[src/rtl/layer_sequencer.sv]
// Layer sequencer: walks N_NEURONS neurons through CLEAR/ACCUM/DRAIN/WRITE and pulses done.
// Optional bias read per neuron when LAYER_SEQ_BIAS_EN is defined (adds the bias_sel output).
module layer_sequencer #(
    parameter int N_INPUTS  = 4,
    parameter int N_NEURONS = 3,
    parameter int PIPE_LAT  = 2,
    parameter int IN_AW     = (N_INPUTS > 1) ? $clog2(N_INPUTS) : 1,
    parameter int N_AW      = (N_NEURONS > 1) ? $clog2(N_NEURONS) : 1,
`ifdef LAYER_SEQ_BIAS_EN
    parameter int W_AW      = ((N_INPUTS + 1) * N_NEURONS > 1) ? $clog2((N_INPUTS + 1) * N_NEURONS) : 1
`else
    parameter int W_AW      = (N_INPUTS * N_NEURONS > 1) ? $clog2(N_INPUTS * N_NEURONS) : 1
`endif
) (
    input  logic            clk,
    input  logic            reset_n,
    input  logic            start,
    input  logic            forget,
    output logic            busy,
    output logic            done,
    output logic            alu_clr,
    output logic            ag_read,
`ifdef LAYER_SEQ_BIAS_EN
    output logic            bias_sel,
`endif
    output logic [IN_AW-1:0] in_addr,
    output logic [W_AW-1:0]  w_addr,
    output logic             out_we,
    output logic [N_AW-1:0]  out_idx
);

`ifdef LAYER_SEQ_BIAS_EN
    localparam int BIAS = 1;
`else
    localparam int BIAS = 0;
`endif
    localparam int STRIDE = N_INPUTS + BIAS;
    localparam int LAST   = STRIDE - 1;
    localparam int IDX_W  = (STRIDE > 1) ? $clog2(STRIDE) : 1;
    localparam int DC_W   = (PIPE_LAT > 1) ? $clog2(PIPE_LAT) : 1;

    typedef enum logic [2:0] {
        S_IDLE, S_CLEAR, S_ACCUM, S_DRAIN, S_WRITE, S_DONE
    } state_t;

    state_t            state;
    logic [IDX_W-1:0]  idx;
    logic [W_AW-1:0]   base;
    logic [N_AW-1:0]   neuron;
    logic [DC_W-1:0]   drain_cnt;

    // NOTE: every output is a register loaded with the value for the state being entered,
    // so each transition below also sets what the next cycle shows; all state uses <=.
    always_ff @(posedge clk or negedge reset_n) begin
        if (!reset_n) begin
            state     <= S_IDLE;
            idx       <= '0;
            base      <= '0;
            neuron    <= '0;
            drain_cnt <= '0;
            busy      <= 1'b0;
            done      <= 1'b0;
            alu_clr   <= 1'b0;
            ag_read   <= 1'b0;
            in_addr   <= '0;
            w_addr    <= '0;
            out_we    <= 1'b0;
            out_idx   <= '0;
`ifdef LAYER_SEQ_BIAS_EN
            bias_sel  <= 1'b0;
`endif
        end else begin
            // NOTE: strobes and addresses default low each cycle; only the entered state raises them.
            alu_clr  <= 1'b0;
            ag_read  <= 1'b0;
            done     <= 1'b0;
            out_we   <= 1'b0;
            in_addr  <= '0;
            w_addr   <= '0;
            out_idx  <= '0;
`ifdef LAYER_SEQ_BIAS_EN
            bias_sel <= 1'b0;
`endif
            case (state)
                S_IDLE: begin
                    if (start) begin
                        state   <= S_CLEAR;
                        neuron  <= '0;
                        base    <= '0;
                        busy    <= 1'b1;
                        alu_clr <= 1'b1;
                    end
                end
                S_CLEAR: begin
                    state   <= S_ACCUM;
                    idx     <= '0;
                    ag_read <= 1'b1;
                    w_addr  <= base;
                end
                S_ACCUM: begin
                    if (forget) begin
                        state   <= S_CLEAR;
                        alu_clr <= 1'b1;
                    end else if (idx == IDX_W'(LAST)) begin
                        if (PIPE_LAT > 0) begin
                            state     <= S_DRAIN;
                            drain_cnt <= DC_W'(PIPE_LAT - 1);
                        end else begin
                            state   <= S_WRITE;
                            out_we  <= 1'b1;
                            out_idx <= neuron;
                        end
                    end else begin
                        idx     <= idx + IDX_W'(1);
                        ag_read <= 1'b1;
                        w_addr  <= base + W_AW'(idx) + W_AW'(1);
`ifdef LAYER_SEQ_BIAS_EN
                        // The bias read addresses input 0 but the datapath substitutes constant 1.
                        if (idx == IDX_W'(N_INPUTS - 1)) bias_sel <= 1'b1;
                        else in_addr <= IN_AW'(idx + IDX_W'(1));
`else
                        in_addr <= IN_AW'(idx + IDX_W'(1));
`endif
                    end
                end
                S_DRAIN: begin
                    if (forget) begin
                        state   <= S_CLEAR;
                        alu_clr <= 1'b1;
                    end else if (drain_cnt == '0) begin
                        state   <= S_WRITE;
                        out_we  <= 1'b1;
                        out_idx <= neuron;
                    end else begin
                        drain_cnt <= drain_cnt - DC_W'(1);
                    end
                end
                S_WRITE: begin
                    if (neuron == N_AW'(N_NEURONS - 1)) begin
                        state <= S_DONE;
                        busy  <= 1'b0;
                        done  <= 1'b1;
                    end else begin
                        state   <= S_CLEAR;
                        neuron  <= neuron + N_AW'(1);
                        base    <= base + W_AW'(STRIDE);
                        alu_clr <= 1'b1;
                    end
                end
                S_DONE:  state <= S_IDLE;
                default: state <= S_IDLE;
            endcase
        end
    end

endmodule

[config.mk]
export PLATFORM = sky130hd
export DESIGN_NAME = layer_sequencer
export DESIGN_NICKNAME = d
export VERILOG_FILES = /design/src/rtl/layer_sequencer.sv
export SDC_FILE = /design/constraint.sdc
export NUM_CORES = 1
export LEC_CHECK = 0
export ABC_AREA = 0
export BUFFER_PORTS_ARGS = -buffer_cell sky130_fd_sc_hd__buf_2
export CORE_AREA = 4 4 42 62
export CTS_BUF_LIST = sky130_fd_sc_hd__clkbuf_4
export DETAILED_ROUTE_END_ITERATION = 7
export DIE_AREA = 0 0 46 66
export PLACE_DENSITY = 0.74
export SKIP_LAST_GASP = 1
export SYNTH_ARGS = -nofsm -noshare
export SYNTH_HDL_FRONTEND = slang
export SYNTH_SLANG_ARGS = --single-unit
export TNS_END_PERCENT = 5
[constraint.sdc]
create_clock -name clk -period 3.4 [get_ports clk]
set_input_delay 0.34 -clock clk [delete_from_list [all_inputs] [get_ports clk]]
set_output_delay 0.34 -clock clk [all_outputs]
set_load 0.005 [all_outputs]
# ---- After elaboration in Yosys (flattened, before gate mapping)
# Index checks and enable logic that the tools add are counted.
dict set report totals {
  reg_bits 25
  input_bits 4
  out_inout_bits 13
  word_cells 89
}
dict set report op_classes {
  n_addsub 6
  n_eq_ne 15
  muxes 45
  n_reduce_logical 10
}
# op count
set op_table {}
lappend op_table {{$mux W2} 10}
lappend op_table {{$mux W3} 6}
lappend op_table {{$mux W1} 16}
lappend op_table {{$mux W4} 4}
lappend op_table {{$pmux W4 S2} 2}
lappend op_table {{$pmux W3 S5} 1}
lappend op_table {{$ne A2 B2 Y1 const B} 7}
lappend op_table {{$reduce_and A3 Y1} 4}
lappend op_table {{$pmux W2 S2} 2}
lappend op_table {{$eq A3 B2 Y1 const B} 2}
lappend op_table {{$ne A3 B3 Y1 const B} 2}
lappend op_table {{$pmux W1 S2} 3}
lappend op_table {{$reduce_bool A2 Y1} 3}
lappend op_table {{$add A2 B1 Y2 const B} 2}
lappend op_table {{$add A4 B1 Y4 const B} 1}
lappend op_table {{$add A4 B2 Y4} 1}
lappend op_table {{$add A4 B3 Y4 const B} 1}
lappend op_table {{$eq A2 B2 Y1 const B} 2}
lappend op_table {{$reduce_and A4 Y1} 1}
lappend op_table {{$eq A3 B1 Y1 const B} 1}
lappend op_table {{$eq A3 B3 Y1 const B} 1}
lappend op_table {{$logic_not A3 Y1} 1}
lappend op_table {{$pmux W1 S3} 1}
lappend op_table {{$reduce_or A2 Y1} 1}
lappend op_table {{$sub A1 B1 Y1 const B} 1}

# ---- Longest topological paths before layout
dict set report logic_depth {
  depth_word 5
  depth_mapped 5
  ltp_nobuf 5
}

# ---- Worst setup path before layout
# Ideal clock, no wire load.
dict set report synth_path {
  path_type {register -> register}
  from {register idx[0]}
  to {register idx[0]}
  setup_ns 0.128
  t_arrival_ns 1.362
  setup_slack_ns 1.910
  stages_incl_launch_ff 5
  path_buffers 0
  synth_period_minus_slack_ns 1.490
  cell_sequence {dfrtp_1 > ha_1 > or4b_4 > a21oi_4 > mux2i_1}
}
dict set report synth_between {
  elab_chain_len 4
  word_cells_on_any_way 7
}
# item line_no
set synth_lines {}
lappend synth_lines {{start: declaration} 47} ;# logic [IDX_W-1:0] idx;
lappend synth_lines {{start signal: assignment} 114} ;# idx <= idx + IDX_W'(1);
lappend synth_lines {{$add A2 B1 Y2} 114}
lappend synth_lines {{$mux W2} 104} ;# end else if (idx == IDX_W'(LAST)) begin
lappend synth_lines {{$mux W2} 101} ;# if (forget) begin
lappend synth_lines {{$pmux W2 S2} 84} ;# case (state)
# Parallel ways exist; a longest one is shown, timed or not. The select of a mux whose other input is x is not followed.
# A chain may end at the register's enable or synchronous reset.

# ---- Worst setup path in the final report
# Ends and elaborated chain as after synthesis.

==> run_results.csv <==
group,metric,value,unit
critical_path,endpoint,"idx[0]$_DFFE_PN0P_",
routing,drt_iter0_drc,8,
cells_and_area,area_growth,11.3,%
global_routing,grtUsageTotal,0.130,
global_routing,grt_antenna_before_repair,0,
synth,synth_flop_cell,"dfrtp_1",
outcome,status,"completed",
power_and_ir_drop,p_leak,0.000595,uW
synth,async_reset_ff_frac,1.00,
clock_network,post_cts_buffers,0,
synth,synth.distinct_cells,36,
floorplanning,die_area,3040,sq um
worst_hold_path,hp-class,"input port to flip-flop",
placement,dp_hpwl,1230,um
sta,rsz0062_at_grt,"false",
synth,syn_area,1080,sq um
critical_path,reg2reg_to,"idx[0]$_DFFE_PN0P_",
critical_path,critPathLaunchType,"flip-flop",
power_and_ir_drop,sequentialPowerShare,0.515,
sta,worst_pin_slew,0.576,ns
critical_path,reg2regPathDepth,4,
clock_network,cts_tree,"yes",
sta,period_needed,1.60,ns
clock_network,numCtsBuffers,3,
clock_network,cts_root_buf,"clkbuf_4",
routing,vias_per_cell,5.45,
cells_and_area,fin_nets,117,
synth,synthMostInstantiatedCell,"dfrtp_1",
sta,fin_crit_sh,0.470,
floorplanning,ioPinCount,17,
critical_path,regToRegStartpoint,"idx[0]$_DFFE_PN0P_",
synth,synth-seq-cells,23,
synth,synth.top_cells.by_count,"dfrtp_1 (23), a22o_1 (6), nand2_1 (6)",
power_and_ir_drop,power_density,727,nW/um^2
floorplanning,die_x,46,um
placement,place_congestion,0.806,
critical_path,rrSetupSlack,1.80,ns
sta,slew_viol_final,0,
power_and_ir_drop,p_clk_frac,0.144,
power_and_ir_drop,p_sw_frac,0.354,
clock_network,cts_resized,0,
clock_network,clk_latency,0.30,ns
routing,wire_per_inst,13.0,um
floorplanning,rows,20,
synth,ys_top_cells_by_area,"dfrtp_1 (53%), a22o_1 (4.9%), ha_1 (4.6%)",
global_routing,overflow,0,
sta,clock.fmax,626,MHz
synth,synth-edff-count,0,
floorplanning,initial_core_util,0.527,
placement,port_buffers,16,
floorplanning,core_area,2050,sq um
synth,syn_area_per_cell,11.9,sq um
clock_network,clock_sink_count,23,
sta,fin_ws,1.80,ns
placement,place_ws,1.81,ns
clock_network,cts.htree.levels,1,
critical_path,startpoint,"idx[0]$_DFFE_PN0P_",
synth,synth_top_area_share,0.532,
power_and_ir_drop,ir_worst_vdd,0.494,mV
synth,ys_seq_area_frac,0.532,
routing,firstDrtPassIters,4,
critical_path,crit_arrival,1.79,ns
floorplanning,die_y,66,um
cells_and_area,antenna_cells,0,
power_and_ir_drop,p_int,566,uW
cells_and_area,drive_gt1_frac,0.259,
power_and_ir_drop,share_comb_of_total_power,0.341,
synth,yosysWarnings,0,
routing,via_count,708,
run,drv_cap,0,
global_routing,grt_max_degree,24,
global_routing,grt_pass1_vias,659,
global_routing,grt_pass1_wl,2860,um
critical_path,end_kind,"flip-flop",
sta,setup_violations,0,
critical_path,cp_max_fo,7,
routing,wirelength,1700,um
critical_path,crit_required,3.59,ns
sta,setup_tns,0,ns
routing,ant_nets,0,
routing,drc_errors,0,
sta,hold_viol,0,
synth,yosys.area.top_type,"dfrtp_1",
sta,finalClockSkew,0.00170,ns
synth,netlist_instances,91,
power_and_ir_drop,p_sw,310,uW
synth,syn-num-nets,99,
critical_path,critPathKind,"flip-flop to flip-flop",
clock_network,cts_buffer_depth,2,
sta,slew_headroom,0.616,
clock_network,clk_pin_slew,0.11,ns
## layout by cell type, fill, tap and decap left out, drive strengths merged
cell         Yosys  final
nand3            2      2
and3             1      1
nor3b            2      2
dlygate4sd3      0      1
dfrtp           23     23
a21oi            4      4
mux2i            3      3
and2             4      4
o21ai            6      6
o2bb2ai          1      1
nor2b            4      4
nor3             3      3
nand2            6      6
or3              1      1
nor4b            1      1
a22oi            1      1
or4b             1      1
o21a             1      1
or2              1      1
a22o             6      6
and3b            1      1
nor2             3      3
nand2b           1      1
o311a            1      1
a31oi            1      1
inv              3      3
xor2             1      1
clkbuf           1      4
buf              3     16
mux2             1      1
ha               4      4
## through the flow
stage	hold slack, ns	util	cells	area, sq um	total power (uW)
after floorplan	0.0444	-	91	1080	692
after global placement	0.326	0.568	125	1160	752
after detailed placement	0.327	0.568	125	1160	759
after CTS	0.317	0.587	130	1200	888
after global routing	0.314	0.587	130	1200	948
final	0.326	0.587	130	1200	876
## state kept, by name (all words and copies together), names as in the netlist
name,flops
in_addr,2
w_addr,4
out_we,1
base,2
neuron,2
idx,2
state,3
ag_read,1
done,1
out_idx,2
alu_clr,1
busy,1
drain_cnt,1
## worst max-delay path, stage by stage, from the launching register on
cell	delay, ns
dfrtp_1	0.48
ha_1	0.28
or4b_4	0.50
a21oi_4	0.13
mux2i_1	0.09
## per-layer routing
layer	vias up	track usage	routed length [um]
met5	-	0	0
met4	0	0.0854	48
met3	4	0.0245	64
met2	13	0.210	875
met1	338	0.148	707
li1	353	-	-
## how the worst min path moves through the flow
stage | start | endpoint | slack [ns] | cells past startpoint
final | start | state[0]$_DFFE_PN0P_ | 0.33 | 2
after global routing | start | state[0]$_DFFE_PN0P_ | 0.31 | 2
after CTS | start | state[0]$_DFFE_PN0P_ | 0.32 | 2
after detailed placement | reset_n | ag_read$_DFF_PN0_ | 0.33 | 1
after global placement | reset_n | w_addr[0]$_DFF_PN0_ | 0.33 | 1
after floorplan | reset_n | ag_read$_DFF_PN0_ | 0.04 | 0
## what timing repair did
item,4_1_cts,5_1_grt
endpoints found under the setup margin,0,0
hold endpoints to repair,23,0
hold buffers,1,0
## power groups by stage
stage          clock [uW]  sequential (uW)  combinational [uW]
5_1_grt               150              465                 333
3_3_place_gp            0              455                 297
4_1_cts               134              450                 304
3_5_place_dp            0              457                 302
2_1_floorplan           0              409                 283
6_report              126              451                 298
## cell type report
cell class / count / area, sq um
fill: 175 / 847
sequential: 23 / 576
multi-input combinational: 61 / 470
timing repair buffer: 17 / 90.1
clock buffer: 4 / 30.0
tap: 22 / 27.5
inverter: 3 / 11.3
## cells by family after synthesis
family,synth area share
buffers and inverters,0.0335
adder cells (fa/ha/maj),0.0462
AND/OR/NAND/NOR,0.197
flip-flops,0.532
AO/OA/AOI/OAI,0.146
multiplexers,0.0382
XOR/XNOR,0.00809
(Power assumes the default switching activity.)
